$ cat src/rtl/icache_stage2.sv
// Second pipeline stage of the 4-way, 16-set, 32-byte-line instruction cache.
// Compares the registered request against the SRAM read-out, handles misses and per-set PLRU.
module icache_stage2 (
    input  logic         clk_i,
    input  logic         rst_ni,
    input  logic [31:0]  s1_addr_i,
    input  logic [3:0]   s1_rmask_i,
    input  logic         flush_i,
    input  logic [22:0]  tag_rdata_i   [4],
    input  logic         valid_rdata_i [4],
    input  logic [255:0] data_rdata_i  [4],
    input  logic         dfp_resp_i,
    output logic         ufp_resp_o,
    output logic [31:0]  ufp_rdata_o,
    output logic         stall_sig_o,
    output logic [1:0]   way_evict_o,
    output logic [31:0]  dfp_addr_o,
    output logic         dfp_read_o
);

    typedef enum logic [1:0] {StRun, StFetch, StRefill} state_e;

    state_e      state_q, state_d;
    logic [31:2] req_addr_q, req_addr_d;
    logic        req_valid_q, req_valid_d;
    logic        kill_q, kill_d;
    logic [1:0]  way_evict_q, way_evict_d;
    logic [2:0]  plru_q [16];

    logic        hit;
    logic [1:0]  hit_way;
    logic [1:0]  victim;
    logic [2:0]  plru_cur;
    logic [2:0]  plru_wdata;
    logic        plru_we;
    logic [3:0]  set_idx;

    // Byte-offset bits never select anything in a word-wide read.
    logic unused_addr_bits;
    assign unused_addr_bits = ^s1_addr_i[1:0];

    assign set_idx     = req_addr_q[8:5];
    assign plru_cur    = plru_q[set_idx];
    assign way_evict_o = way_evict_q;

    // Descending scan so the lowest matching way wins.
    always_comb begin
        hit     = 1'b0;
        hit_way = 2'd0;
        for (int w = 3; w >= 0; w--) begin
            if (valid_rdata_i[w] && (tag_rdata_i[w] == req_addr_q[31:9])) begin
                hit     = 1'b1;
                hit_way = 2'(w);
            end
        end
    end

    always_comb begin
        if (!plru_cur[0]) begin
            victim = plru_cur[1] ? 2'd1 : 2'd0;
        end else begin
            victim = plru_cur[2] ? 2'd3 : 2'd2;
        end
        for (int w = 3; w >= 0; w--) begin
            if (!valid_rdata_i[w]) begin
                victim = 2'(w);
            end
        end
    end

    always_comb begin
        state_d     = state_q;
        kill_d      = kill_q;
        way_evict_d = way_evict_q;
        ufp_resp_o  = 1'b0;
        ufp_rdata_o = 32'd0;
        stall_sig_o = 1'b0;
        dfp_read_o  = 1'b0;
        dfp_addr_o  = 32'd0;
        plru_we     = 1'b0;
        plru_wdata  = plru_cur;
        unique case (state_q)
            StRun: begin
                if (req_valid_q && !flush_i) begin
                    if (hit) begin
                        ufp_resp_o  = 1'b1;
                        ufp_rdata_o = data_rdata_i[hit_way][{req_addr_q[4:2], 5'b0} +: 32];
                        plru_we     = 1'b1;
                        if (!hit_way[1]) begin
                            plru_wdata[0] = 1'b1;
                            plru_wdata[1] = (hit_way == 2'd0);
                        end else begin
                            plru_wdata[0] = 1'b0;
                            plru_wdata[2] = (hit_way == 2'd2);
                        end
                    end else begin
                        stall_sig_o = 1'b1;
                        way_evict_d = victim;
                        state_d     = StFetch;
                    end
                end
            end
            StFetch: begin
                dfp_read_o  = 1'b1;
                dfp_addr_o  = {req_addr_q[31:5], 5'b0};
                stall_sig_o = 1'b1;
                if (flush_i) begin
                    kill_d = 1'b1;
                end
                if (dfp_resp_i) begin
                    state_d = StRefill;
                end
            end
            StRefill: begin
                stall_sig_o = 1'b1;
                kill_d      = 1'b0;
                state_d     = StRun;
            end
            default: state_d = StRun;
        endcase
    end

    // A fetch in flight keeps its request valid; the kill takes effect as the refill retires.
    always_comb begin
        req_addr_d  = req_addr_q;
        req_valid_d = req_valid_q;
        if (!stall_sig_o) begin
            req_addr_d  = s1_addr_i[31:2];
            req_valid_d = |s1_rmask_i;
        end
        if ((state_q == StRun) && flush_i) begin
            req_valid_d = 1'b0;
        end
        if ((state_q == StRefill) && (kill_q || flush_i)) begin
            req_valid_d = 1'b0;
        end
    end

    always_ff @(posedge clk_i or negedge rst_ni) begin
        if (!rst_ni) begin
            state_q     <= StRun;
            req_addr_q  <= '0;
            req_valid_q <= 1'b0;
            kill_q      <= 1'b0;
            way_evict_q <= 2'd0;
            for (int s = 0; s < 16; s++) begin
                plru_q[s] <= 3'd0;
            end
        end else begin
            state_q     <= state_d;
            req_addr_q  <= req_addr_d;
            req_valid_q <= req_valid_d;
            kill_q      <= kill_d;
            way_evict_q <= way_evict_d;
            if (plru_we) begin
                plru_q[set_idx] <= plru_wdata;
            end
        end
    end

endmodule
$ cat config.mk
export PLATFORM = sky130hd
export DESIGN_NAME = icache_stage2
export DESIGN_NICKNAME = d
export VERILOG_FILES = /design/src/rtl/icache_stage2.sv
export SDC_FILE = /design/constraint.sdc
export NUM_CORES = 1
export LEC_CHECK = 0
export CORE_AREA = 2 2 480 482
export DETAILED_ROUTE_END_ITERATION = 7
export DIE_AREA = 0 0 482 484
export PLACE_DENSITY = 0.3
export SYNTH_ARGS = -nofsm -noshare
export SYNTH_HDL_FRONTEND = slang
export SYNTH_SLANG_ARGS = --single-unit
$ cat constraint.sdc
create_clock -name clk_i -period 9.05 [get_ports clk_i]
set_clock_uncertainty 0.15 [all_clocks]
set_input_delay 1.81 -clock clk_i [delete_from_list [all_inputs] [get_ports clk_i]]
set_output_delay 1.81 -clock clk_i [all_outputs]
set_load 0.01 [all_outputs]
==> results.ini, run 1 <==
[sta]
slew-limit-headroom = 0.02431
final_max_slew_viol_count = 0
timing.final.hold_violations = 0
layout_min_cycle_time_ps = 8974
fin_crit_sh = 0.9916
finalSetupViolCount = 0
max_freq_mhz = 111.4
rsz0062_at_grt = false
transition_at_the_pin_with_the_smallest_max_transition_slack_ps = 1445

[critical_path]
critPathCaptureType = output pin
crit_path_max_fanout = 27
worst-setup-path-type = input port to output pin
worst-endpoint-arrival_ps = 7010
slowest_delay_ps = 750
kind_of_cell_with_the_highest_combined_delay_on_the_critical_path = compound AO/OA/AOI/OAI gates
cp_cell_sequence = clkdlybuf4s50_1, xnor2_1, buf_4, nand4_1, or4_4, buf_12, a2111oi_0, o311ai_1, nand3_1, a21oi_1, a211oi_2, buf_12, o2111ai_1, clkdlybuf4s50_1
timing.critical_path.buf_inv = 5
startpoint_type = input port
worst_ep_required_time_ps = 7090
critical-path-slowest-cell = sky130_fd_sc_hd__or4_4

[global_route]
number_of_antenna_violations_at_the_first_check_in_global_routing = 219
grt_start_max_net_pins = 140
grt_pass1_vias = 28100
overflow = 0
grt_first_pass_wirelength_um = 305900
global_routing_usage_summed_across_all_routing_layers = 0.1983

[yosys]
synth_ff_type = sky130_fd_sc_hd__dfrtp_1
syn_avg_cell_area_um2 = 6.829
post_synth_edffs = 0
synthArstFlopShare = 1.000
largest_family_of_logic_cells_by_synthesized_area = compound AO/OA/AOI/OAI gates
yosys_warnings = 0
synthXorXnorAreaFrac = 0.04764
synth_compound_area_frac = 0.3915
ys_seq_area_frac = 0.1243
postSynthCellCount = 2477
distinct_cell_type_count_of_the_synthesized_netlist = 55
syn-cell-area_mm2 = 0.01691
synthesized_area_fraction_occupied_by_adder_cells = 0.002959
synth-seq-cells = 84
synth_simple_gate_area_share = 0.3002
synth_mux_area_frac = 0.04054

[flow_run]
cap_viol_max_count = 1

[outcome]
run_status = finished with violations
violations = capacitance limit

[clock_network]
clk-insertion-delay-late_ps = 350
tritoncts_clock_tree = built
cts.htree.levels = 3
clock-root-buffer = sky130_fd_sc_hd__clkbuf_16
cts-buffers-inserted = 9
ctsLongestPathBuffers = 2
clkSinkCount = 84
clkTransAtPathRegs_ps = 60

[route]
ant_nets = 0
wl_per_cell_um = 36.52
drtPass1Iterations = 8
vias_per_cell = 4.176
first_iter_violations = 2169
vias = 27820
detail_route.wirelength_um = 243200
drc_errors = 0

[placement]
finalWeightedCongestion = 0.9094
numPortBuffers = 1221
post-dp-hpwl_um = 209700

[floorplanning]
initial_cell_density_of_the_core = 0.07400
floorplan.die_area_mm2 = 0.2333
die_height_um = 484
design.portCount = 1229
placement_rows = 176
floorplan.core_area_mm2 = 0.2286
die_x_um = 482

[cells_and_area]
layout.core_utilization = 0.1497
most-common-layout-cells = sky130_fd_sc_hd__clkdlybuf4s50_1, sky130_fd_sc_hd__nand3_1, sky130_fd_sc_hd__nand2_1, sky130_fd_sc_hd__nor3_1, sky130_fd_sc_hd__o21ai_0
mostFrequentLayoutCell = sky130_fd_sc_hd__clkdlybuf4s50_1
nNetsFinal = 4743
layout-drive-gt1-share = 0.1138
syn2layout_area_growth_pct = 102.4

[pwr]
power.leakage_nw = 10.20
design_power_total_mw = 4.121
vdd_ir_drop_max_mv = 0.1306
power.density_cell_area_mw_per_mm2 = 120.4

[worst_hold_path]
worst_hold_path_type = register to register

report_power, final:
group	switching, mW	internal, mW
Combinational	1.54	1.27
Sequential	0.351	0.456
Clock	0.168	0.327
cell usage after synthesis (3+ instances only):
cell                        instances  area (um2)
sky130_fd_sc_hd__inv_1              4       15.01
sky130_fd_sc_hd__o32ai_1           31       271.5
sky130_fd_sc_hd__nor2b_1            3       18.77
sky130_fd_sc_hd__or3_1              6       37.54
sky130_fd_sc_hd__o311ai_1          82       718.2
sky130_fd_sc_hd__nor2_1           170       638.1
sky130_fd_sc_hd__a211oi_2          36       450.4
sky130_fd_sc_hd__or4_1             67       503.0
sky130_fd_sc_hd__o21ai_0          211        1056
sky130_fd_sc_hd__nor4_2             7       87.58
sky130_fd_sc_hd__o2111ai_1         31       271.5
sky130_fd_sc_hd__nor4_1            39       244.0
sky130_fd_sc_hd__nand4_1           23       143.9
sky130_fd_sc_hd__buf_4             17       127.6
sky130_fd_sc_hd__a22oi_1           97       728.2
sky130_fd_sc_hd__dfrtp_1           84        2102
sky130_fd_sc_hd__clkbuf_1         229       859.6
sky130_fd_sc_hd__ha_1               4       50.05
sky130_fd_sc_hd__xor2_1            18       157.7
sky130_fd_sc_hd__o221ai_1          66       578.1
sky130_fd_sc_hd__and2_1            27       168.9
sky130_fd_sc_hd__nand2_1          230       863.3
sky130_fd_sc_hd__mux2_2            30       337.8
sky130_fd_sc_hd__buf_6             19       214.0
sky130_fd_sc_hd__xnor2_1           74       648.1
sky130_fd_sc_hd__o311ai_0          46       402.9
sky130_fd_sc_hd__a21oi_1           70       350.3
sky130_fd_sc_hd__a2111oi_2         25       375.4
sky130_fd_sc_hd__nand3_1          229        1146
sky130_fd_sc_hd__a211oi_1          29       217.7
sky130_fd_sc_hd__buf_1             22       82.58
sky130_fd_sc_hd__o31ai_1           31       232.7
sky130_fd_sc_hd__nor3_1           227        1136
sky130_fd_sc_hd__a2111oi_0        102       893.4
sky130_fd_sc_hd__buf_2             52       260.3
sky130_fd_sc_hd__mux4_2            15       337.8
kinds of logic after synthesis:
family          after synthesis
simple gates               1039
compound gates              866
buf+inv                     345
xor+xnor                     92
flops                        84
mux                          46
fa+ha+maj                     4
other cells                   1
sequential cells by signal, summed over array words and instances, names as in the netlist:
signal	cells
req_addr_q	30
way_evict_o	2
req_valid_q	1
state_q	2
plru_q	48
kill_q	1
per-layer routing:
layer,vias to the layer above,part of all wire,track usage,wire (um)
li1,12100,-,-,-
met1,13680,0.41,0.2385,99020
met2,1462,0.46,0.3259,112100
met3,364,0.11,0.08691,25880
met4,212,0.020,0.03727,4861
met5,-,0.0056,0,1351
metrics by stage:
step / worst slack (ps) / hold slack [ps] / setup TNS, ps / cell area (um2) / std cells
finish: 76.44 / 328.0 / 0 / 34230 / 6660
detailed placement: -536.8 / 318.9 / -770.0 / 33700 / 6594
floorplan: 3009 / 294.6 / 0 / 16930 / 2481
global route: 19.05 / 352.1 / 0 / 34160 / 6632
global placement: -703.5 / 307.9 / -1189 / 33690 / 6593
CTS: 60.31 / 333.7 / 0 / 34100 / 6610
worst paths after layout:
path / startpoint / endpoint / slack (ps) / cells after the start
setup reg to reg: req_addr_q[22] / req_addr_q[15] / 5090 / 12
min in group asynchronous: rst_ni / req_addr_q[17] / 1290 / 1
setup / recovery: tag_rdata_i[9] / ufp_rdata_o[21] / 80 / 14
hold reg to reg: plru_q[38] / plru_q[38] / 330 / 2
hold / removal: plru_q[38] / plru_q[38] / 330 / 2
max in group asynchronous: rst_ni / plru_q[47] / 6380 / 2
layout make-up:
cell class	count	area, um2
fill	26270	194400
timing repair buffer	1427	14230
multi-input combinational	2052	13570
tap	3026	3786
sequential	84	2110
clock buffer	10	229.0
clock inverter	6	158.9
antenna	50	125.1
inverter	5	18.77
worst reg2reg max path: cells and delay by family, from the launching register on:
| family | cells | cell delay (ps) |
|---|---|---|
| and+or+nand+nor | 5 | 1210 |
| muxes | 1 | 340 |
| xor gates and xnor gates | 1 | 210 |
| buffers and inverters | 4 | 920 |
| AOI/OAI and AO/OA | 1 | 270 |
| DFF | 1 | 750 |
timing repair:
item                       4_1_cts  5_1_grt
setup endpoints to repair        3        2
hold buffers                     0        0
pin swaps                        1        0
cloned                           0        0
gates resized for setup          4        2
hold endpoints to repair         0        0
buffers inserted                 0        0
No activity file was read; power rests on OpenSTA's default activity.
==> run 2, diff against run 1 <==
Settings changed: CAP_MARGIN set to 20.
==> run 2 against run 1 <==
  * The run now ends clean
  * Sequential power is 1% higher
  * Highest routed layer unchanged
  * Global-route usage about the same
  * Design area is 0.36% higher
  * Cell count up 0.32%
==> results.ini, run 2 (synthesized netlist as in run 1, its figures left out) <==
[placement]
post-dp-hpwl_um = 209700  ; about the same
place_inst = 6605  ; +0.17%
place_worst_setup_slack_ps = -459.5  ; +77.26 ps
finalWeightedCongestion = 0.9094  ; unchanged
numPortBuffers = 1221  ; unchanged

[critical_path]
worst_ep_required_time_ps = 7090  ; about the same
timing.critical_path.buf_inv = 5  ; unchanged
slowest_delay_ps = 930  ; +180 ps
kind_of_cell_with_the_highest_combined_delay_on_the_critical_path = compound AO/OA/AOI/OAI gates
critical-path-slowest-cell = sky130_fd_sc_hd__o311ai_0
worst-setup-path-type = input port to output pin
critPathCaptureType = output pin
crit_path_max_fanout = 39  ; +44%
worst-endpoint-arrival_ps = 6950  ; -60 ps
cp_cell_sequence = clkdlybuf4s50_1, xor2_2, or4_4, buf_12, buf_12, a2111oi_0, o311ai_0, nand2_1, o21ai_0, a211oi_1, buf_4, o2111ai_1, buf_4
startpoint_type = input port

[pwr]
power.leakage_nw = 10.26  ; +0.58%
vdd_ir_drop_max_mv = 0.1240  ; -5.1%
power.density_cell_area_mw_per_mm2 = 120.0  ; -0.28%

[cells_and_area]
nNetsFinal = 4763  ; +0.42%
layoutNonFillerInstCount = 6681  ; +0.32%
mostFrequentLayoutCell = sky130_fd_sc_hd__clkdlybuf4s50_1
leading_registers_by_flop_count = plru_q (48), req_addr_q (30)
most-common-layout-cells = sky130_fd_sc_hd__clkdlybuf4s50_1, sky130_fd_sc_hd__nand3_1, sky130_fd_sc_hd__nand2_1, sky130_fd_sc_hd__nor3_1, sky130_fd_sc_hd__o21ai_0
layout-drive-gt1-share = 0.1196  ; +0.005750
syn2layout_area_growth_pct = 103.1
largest_register_ff_count = 48  ; unchanged
registers.top_by_ff_count = plru_q

[clock_network]
cts.htree.levels = 3  ; unchanged
clkSinkCount = 84  ; unchanged
ctsLongestPathBuffers = 2  ; unchanged
clkTransAtPathRegs_ps = 60  ; about the same
clk-insertion-delay-late_ps = 350  ; about the same
hold_fix_buffers_cts = 0  ; unchanged
tritoncts_clock_tree = built
cts-buffers-inserted = 9  ; unchanged
clock-root-buffer = sky130_fd_sc_hd__clkbuf_16

[sta]
slew-limit-headroom = 0.03244  ; +0.008123
timing.final.hold_violations = 0  ; unchanged
finalWorstSetupSlack_ps = 142.7  ; +66.25 ps
layout_min_cycle_time_ps = 8907  ; -66.25 ps
max_freq_mhz = 112.3  ; +0.74%
transition_at_the_pin_with_the_smallest_max_transition_slack_ps = 1433  ; -12.03 ps
final_max_slew_viol_count = 0  ; unchanged
finalSetupViolCount = 0  ; unchanged
fin_crit_sh = 0.9842  ; -0.007320

[route]
ant_nets = 0  ; unchanged
vias = 28070  ; +0.92%
detail_route.wirelength_um = 245500  ; +0.95%
wl_per_cell_um = 36.74  ; +0.63%
drtPass1Iterations = 6  ; -2
first_iter_violations = 2156  ; -0.60%
vias_per_cell = 4.201  ; +0.60%
drc_errors = 0  ; unchanged

[floorplanning]
initial_cell_density_of_the_core = 0.07400  ; unchanged
floorplan.die_area_mm2 = 0.2333  ; unchanged
placement_rows = 176  ; unchanged
design.portCount = 1229  ; unchanged
die_x_um = 482  ; unchanged
floorplan.core_area_mm2 = 0.2286  ; unchanged
die_height_um = 484  ; unchanged

[global_route]
grt_pass1_vias = 28270  ; +0.58%
number_of_antenna_violations_at_the_first_check_in_global_routing = 216  ; -1.4%
grt_start_max_net_pins = 140  ; unchanged
global_routing_usage_summed_across_all_routing_layers = 0.1979  ; -0.0003646
grt_first_pass_wirelength_um = 305900  ; about the same
overflow = 0  ; unchanged

[worst_hold_path]
worst_hold_path_type = register to register

[flow_run]
cap_viol_max_count = 0  ; -1

[outcome]
run_status = finished clean

-- run 2: cell count changes in the layout (fill, tap and decap cells not counted), moves of 2 or more --
cell | before | now
sky130_fd_sc_hd__bufinv_16 | 5 | 2
sky130_fd_sc_hd__buf_2 | 1 | 7
sky130_fd_sc_hd__xor2_2 | 0 | 2
sky130_fd_sc_hd__xor2_1 | 18 | 16
sky130_fd_sc_hd__clkdlybuf4s18_2 | 0 | 2
sky130_fd_sc_hd__clkbuf_4 | 0 | 3
sky130_fd_sc_hd__buf_4 | 184 | 189
-- run 2: per-layer routing --
layer / vias up / track usage / routed length (um)
met1: 13880 / 0.2394 / 99310
met3: 380 / 0.08494 / 27060
met2: 1454 / 0.3260 / 112500
met4: 204 / 0.03514 / 5272
met5: - / 0 / 1317
li1: 12150 / - / -
-- run 2: final timing paths --
path | startpoint | to | slack [ps] | depth (start not counted)
setup / recovery | tag_rdata_i[22] | ufp_rdata_o[11] | 140 | 13
hold / removal | plru_q[36] | plru_q[36] | 330 | 2
setup reg to reg | req_addr_q[22] | req_addr_q[23] | 5060 | 12
hold reg to reg | plru_q[36] | plru_q[36] | 330 | 2
max in group asynchronous | rst_ni | plru_q[45] | 6390 | 2
min in group asynchronous | rst_ni | req_addr_q[17] | 1280 | 1
-- run 2: final cells by class --
type                       count  area (um2)
inverter                       5       18.77
multi-input combinational   2053       13600
clock buffer                   9       225.2
clock inverter                 7       98.84
antenna                       51       127.6
sequential                    84        2110
timing repair buffer        1446       14390
fill                       26280      194200
tap                         3026        3786
-- run 2: per-stage QoR --
step,power (mW),hold WS (ps),setup TNS [ps],instance area (um2),util
final,4.124,331.0,0,34350,0.1503
after global routing,4.347,358.3,-5.729,34280,0.1500
after CTS,4.200,334.2,0,34130,0.1493
after detailed placement,3.748,319.0,-723.7,33790,0.1478
after global placement,3.744,307.9,-1189,33690,0.1474
after floorplan,1.782,294.6,0,16930,-
-- run 2: power breakdown --
part / leakage [nW] / internal, mW / switching (mW)
Combinational: 9.01 / 1.30 / 1.59
Sequential: 1.10 / 0.456 / 0.361
Clock: 0.157 / 0.244 / 0.173
-- run 2: what timing repair did --
action	CTS	global route
buffers inserted	0	4
endpoints found under the setup margin	3	2
cloned	0	1
pin swaps	1	1
gates resized for setup	3	3
-- run 2: tightest hold or removal path: cells and delay by family, from the launching register on --
kind	cells	cell delay (ps)
and+or+nand+nor	1	40
AOI/OAI and AO/OA	1	60
DFF	1	340
==> run 3, diff against run 2 <==
Settings changed: GPL_TIMING_DRIVEN set to 0.
==> run 3 against run 2 <==
  * The run now ends with setup timing left
  * Clock power rose by 7.0%
  * Global-route usage is 2.7 points higher
  * Utilization up 0.18 points
  * Design area increased by 1.2%
  * Critical endpoint is now ufp_rdata_o[4]
  * Largest power group unchanged
==> results.ini, run 3 (synthesized netlist as in run 1, its figures left out) <==
[outcome]
run_status = finished with violations
violations = setup timing

[clock_network]
tritoncts_clock_tree = built
clkTransAtPathRegs_ps = 70  ; about the same
clock-root-buffer = sky130_fd_sc_hd__clkbuf_16
hold_fix_buffers_cts = 0  ; unchanged
clkSinkCount = 84  ; unchanged
clk-insertion-delay-late_ps = 360  ; about the same
cts.htree.levels = 3  ; unchanged
cts-buffers-inserted = 9  ; unchanged
ctsLongestPathBuffers = 2  ; unchanged

[global_route]
global_routing_usage_summed_across_all_routing_layers = 0.2246  ; +0.02669
number_of_antenna_violations_at_the_first_check_in_global_routing = 205  ; -5.1%
grt_first_pass_wirelength_um = 338600  ; +11%
met1_usage = 0.2774  ; +0.03803
overflow = 0  ; unchanged
globalRoute.busiestLayer = met2
use_met3 = 0.09352  ; +0.008585
met2_usage = 0.3604  ; +0.03440
grt_start_max_net_pins = 47  ; -66%
grt_pass1_vias = 29100  ; +3.0%

[placement]
post_dp_cell_area_mm2 = 0.03369  ; -0.30%
numPortBuffers = 1221  ; unchanged
post-dp-hpwl_um = 248000  ; +18%
place_inst = 6793  ; +2.8%
finalWeightedCongestion = 0.9730  ; +7.0%

[cells_and_area]
nNetsFinal = 4945  ; +3.8%
most-common-layout-cells = sky130_fd_sc_hd__clkdlybuf4s50_1, sky130_fd_sc_hd__nand2_1, sky130_fd_sc_hd__nand3_1
multiInputGateArea_mm2 = 0.01390  ; +2.2%
leading_registers_by_flop_count = plru_q (48), req_addr_q (30)
mostFrequentLayoutCell = sky130_fd_sc_hd__clkdlybuf4s50_1
layoutNonFillerInstCount = 6874  ; +2.9%
layout-drive-gt1-share = 0.1025  ; -0.01711
design_area_mm2 = 0.03475  ; +1.2%
syn2layout_area_growth_pct = 105.5
largest_register_ff_count = 48  ; unchanged
registers.top_by_ff_count = plru_q
layout.core_utilization = 0.1520  ; +0.001752
n_fill_cell = 26330  ; +0.18%
final-seq-area_mm2 = 0.002102  ; -0.36%

[pwr]
proportion_of_power_drawn_by_flip_flops_and_latches = 0.111  ; -0.087
net-switching-power_mw = 2.395  ; +13%
p_int_mw = 2.092  ; +4.7%
power.density_cell_area_mw_per_mm2 = 129.1  ; +7.5%
clock_power_share = 0.099  ; -0.002
vdd_ir_drop_max_mv = 0.08873  ; -28%
comb_power_share = 0.790  ; +0.089
design_power_total_mw = 4.487  ; +8.8%
net_switching_share_of_the_total_power = 0.5338  ; +0.01807
power.leakage_nw = 10.29  ; +0.26%

[critical_path]
worstReg2RegEnd = req_addr_q[6]
worst_r2r_path_depth = 12  ; unchanged
crit_path_max_fanout = 10  ; -74%
setup.worst_path.start = tag_rdata_i[26]
startpoint_type = input port
worst-endpoint-arrival_ps = 7210  ; +260 ps
worst-setup-path-type = input port to output pin
ff2ff_setup_slack_ps = 4580  ; -480 ps
critPathCaptureType = output pin
crit-reg2reg-launch = req_addr_q[17]
worst_ep_required_time_ps = 7090  ; about the same

[sta]
max_freq_mhz = 109.0  ; -2.9%
final_max_slew_viol_count = 0  ; unchanged
transition_at_the_pin_with_the_smallest_max_transition_slack_ps = 1272  ; -161.6 ps
fin_crit_sh = 1.013  ; +0.02912
rsz0062_at_grt = true
timing.final.hold_violations = 0  ; unchanged
finalSetupViolCount = 4  ; +4
layout_min_cycle_time_ps = 9171  ; +263.5 ps
slew-limit-headroom = 0.1416  ; +0.1091
whs_ps = 325.4  ; -5.578 ps
finalWorstSetupSlack_ps = -120.9  ; -263.5 ps

[route]
drtPass1Iterations = 8  ; +2
first_iter_violations = 3144  ; +46%
ant_nets = 0  ; unchanged
drc_errors = 0  ; unchanged
detail_route.wirelength_um = 275800  ; +12%
wl_per_cell_um = 40.11  ; +9.2%
vias = 29660  ; +5.7%
vias_per_cell = 4.315  ; +2.7%

[worst_hold_path]
min_delay_worst_endpoint = plru_q[15]
min-delay-start = plru_q[15]
worst_hold_path_type = register to register
hold_path_depth = 2  ; unchanged

[flow_run]
cap_viol_max_count = 0  ; unchanged

[floorplanning]
design.portCount = 1229  ; unchanged
die_height_um = 484  ; unchanged
initial_cell_density_of_the_core = 0.07400  ; unchanged
die_x_um = 482  ; unchanged
placement_rows = 176  ; unchanged
floorplan.die_area_mm2 = 0.2333  ; unchanged
floorplan.core_area_mm2 = 0.2286  ; unchanged

run 3: cell type report:
cell class,instances,share of cell area
Tap cell,3026,0.1089
Multi-Input combinational cell,2052,0.3999
Timing Repair Buffer,1289,0.3702
Buffer,340,0.04565
Clock buffer,11,0.006696
Clock inverter,5,0.003096
Inverter,5,0.0005400
Sequential cell,84,0.06048
Antenna cell,62,0.004464
run 3: critical path, stage by stage:
cell	delay (ps)
sky130_fd_sc_hd__clkdlybuf4s50_1	410
sky130_fd_sc_hd__xnor2_1	300
sky130_fd_sc_hd__nand4_1	220
sky130_fd_sc_hd__nor4_4	430
sky130_fd_sc_hd__buf_6	250
sky130_fd_sc_hd__clkbuf_1	370
sky130_fd_sc_hd__a2111oi_0	190
sky130_fd_sc_hd__o311ai_0	1050
sky130_fd_sc_hd__nand2_1	120
sky130_fd_sc_hd__o21ai_1	640
sky130_fd_sc_hd__a211oi_4	230
sky130_fd_sc_hd__o2111ai_1	570
sky130_fd_sc_hd__dlygate4sd2_1	560
run 3: per-stage QoR:
stage	setup TNS [ps]	setup slack [ps]
after floorplan	0	3009
after global placement	-65860	-2426
after detailed placement	-33480	-1712
after CTS	-239.0	-209.3
after global routing	-92.83	-75.50
final	-256.4	-120.9
run 3: power by group through the flow:
stage,combinational [mW],sequential (mW),clock (mW)
2_1_floorplan,1.29,0.495,0
3_3_place_gp,3.39,0.506,0
3_5_place_dp,3.57,0.505,0
4_1_cts,3.66,0.498,0.453
5_1_grt,3.73,0.509,0.467
6_report,3.54,0.497,0.446
run 3: repair_timing:
| action | CTS | global route |
|---|---|---|
| endpoints found under the setup margin | 32 | 22 |
| cloned | 0 | 0 |
| pin swaps | 11 | 8 |
| resized for setup | 126 | 40 |
| setup buffers | 2 | 1 |
run 3: worst max-delay path by stage:
stage,to,slack (ps),depth (start not counted)
final,ufp_rdata_o[4],-120,13
after global routing,ufp_rdata_o[12],-80,16
after global placement,ufp_rdata_o[10],-2430,12
after detailed placement,ufp_rdata_o[7],-1710,14
after floorplan,ufp_rdata_o[18],3010,12
after CTS,ufp_rdata_o[7],-210,16
run 3: routing by layer:
metal,vias up,wire length [um],share of wire
li1,12540,-,-
met3,371,30910,0.11
met2,1910,123700,0.45
met4,178,7123,0.026
met1,14670,112800,0.41
met5,-,1156,0.0042
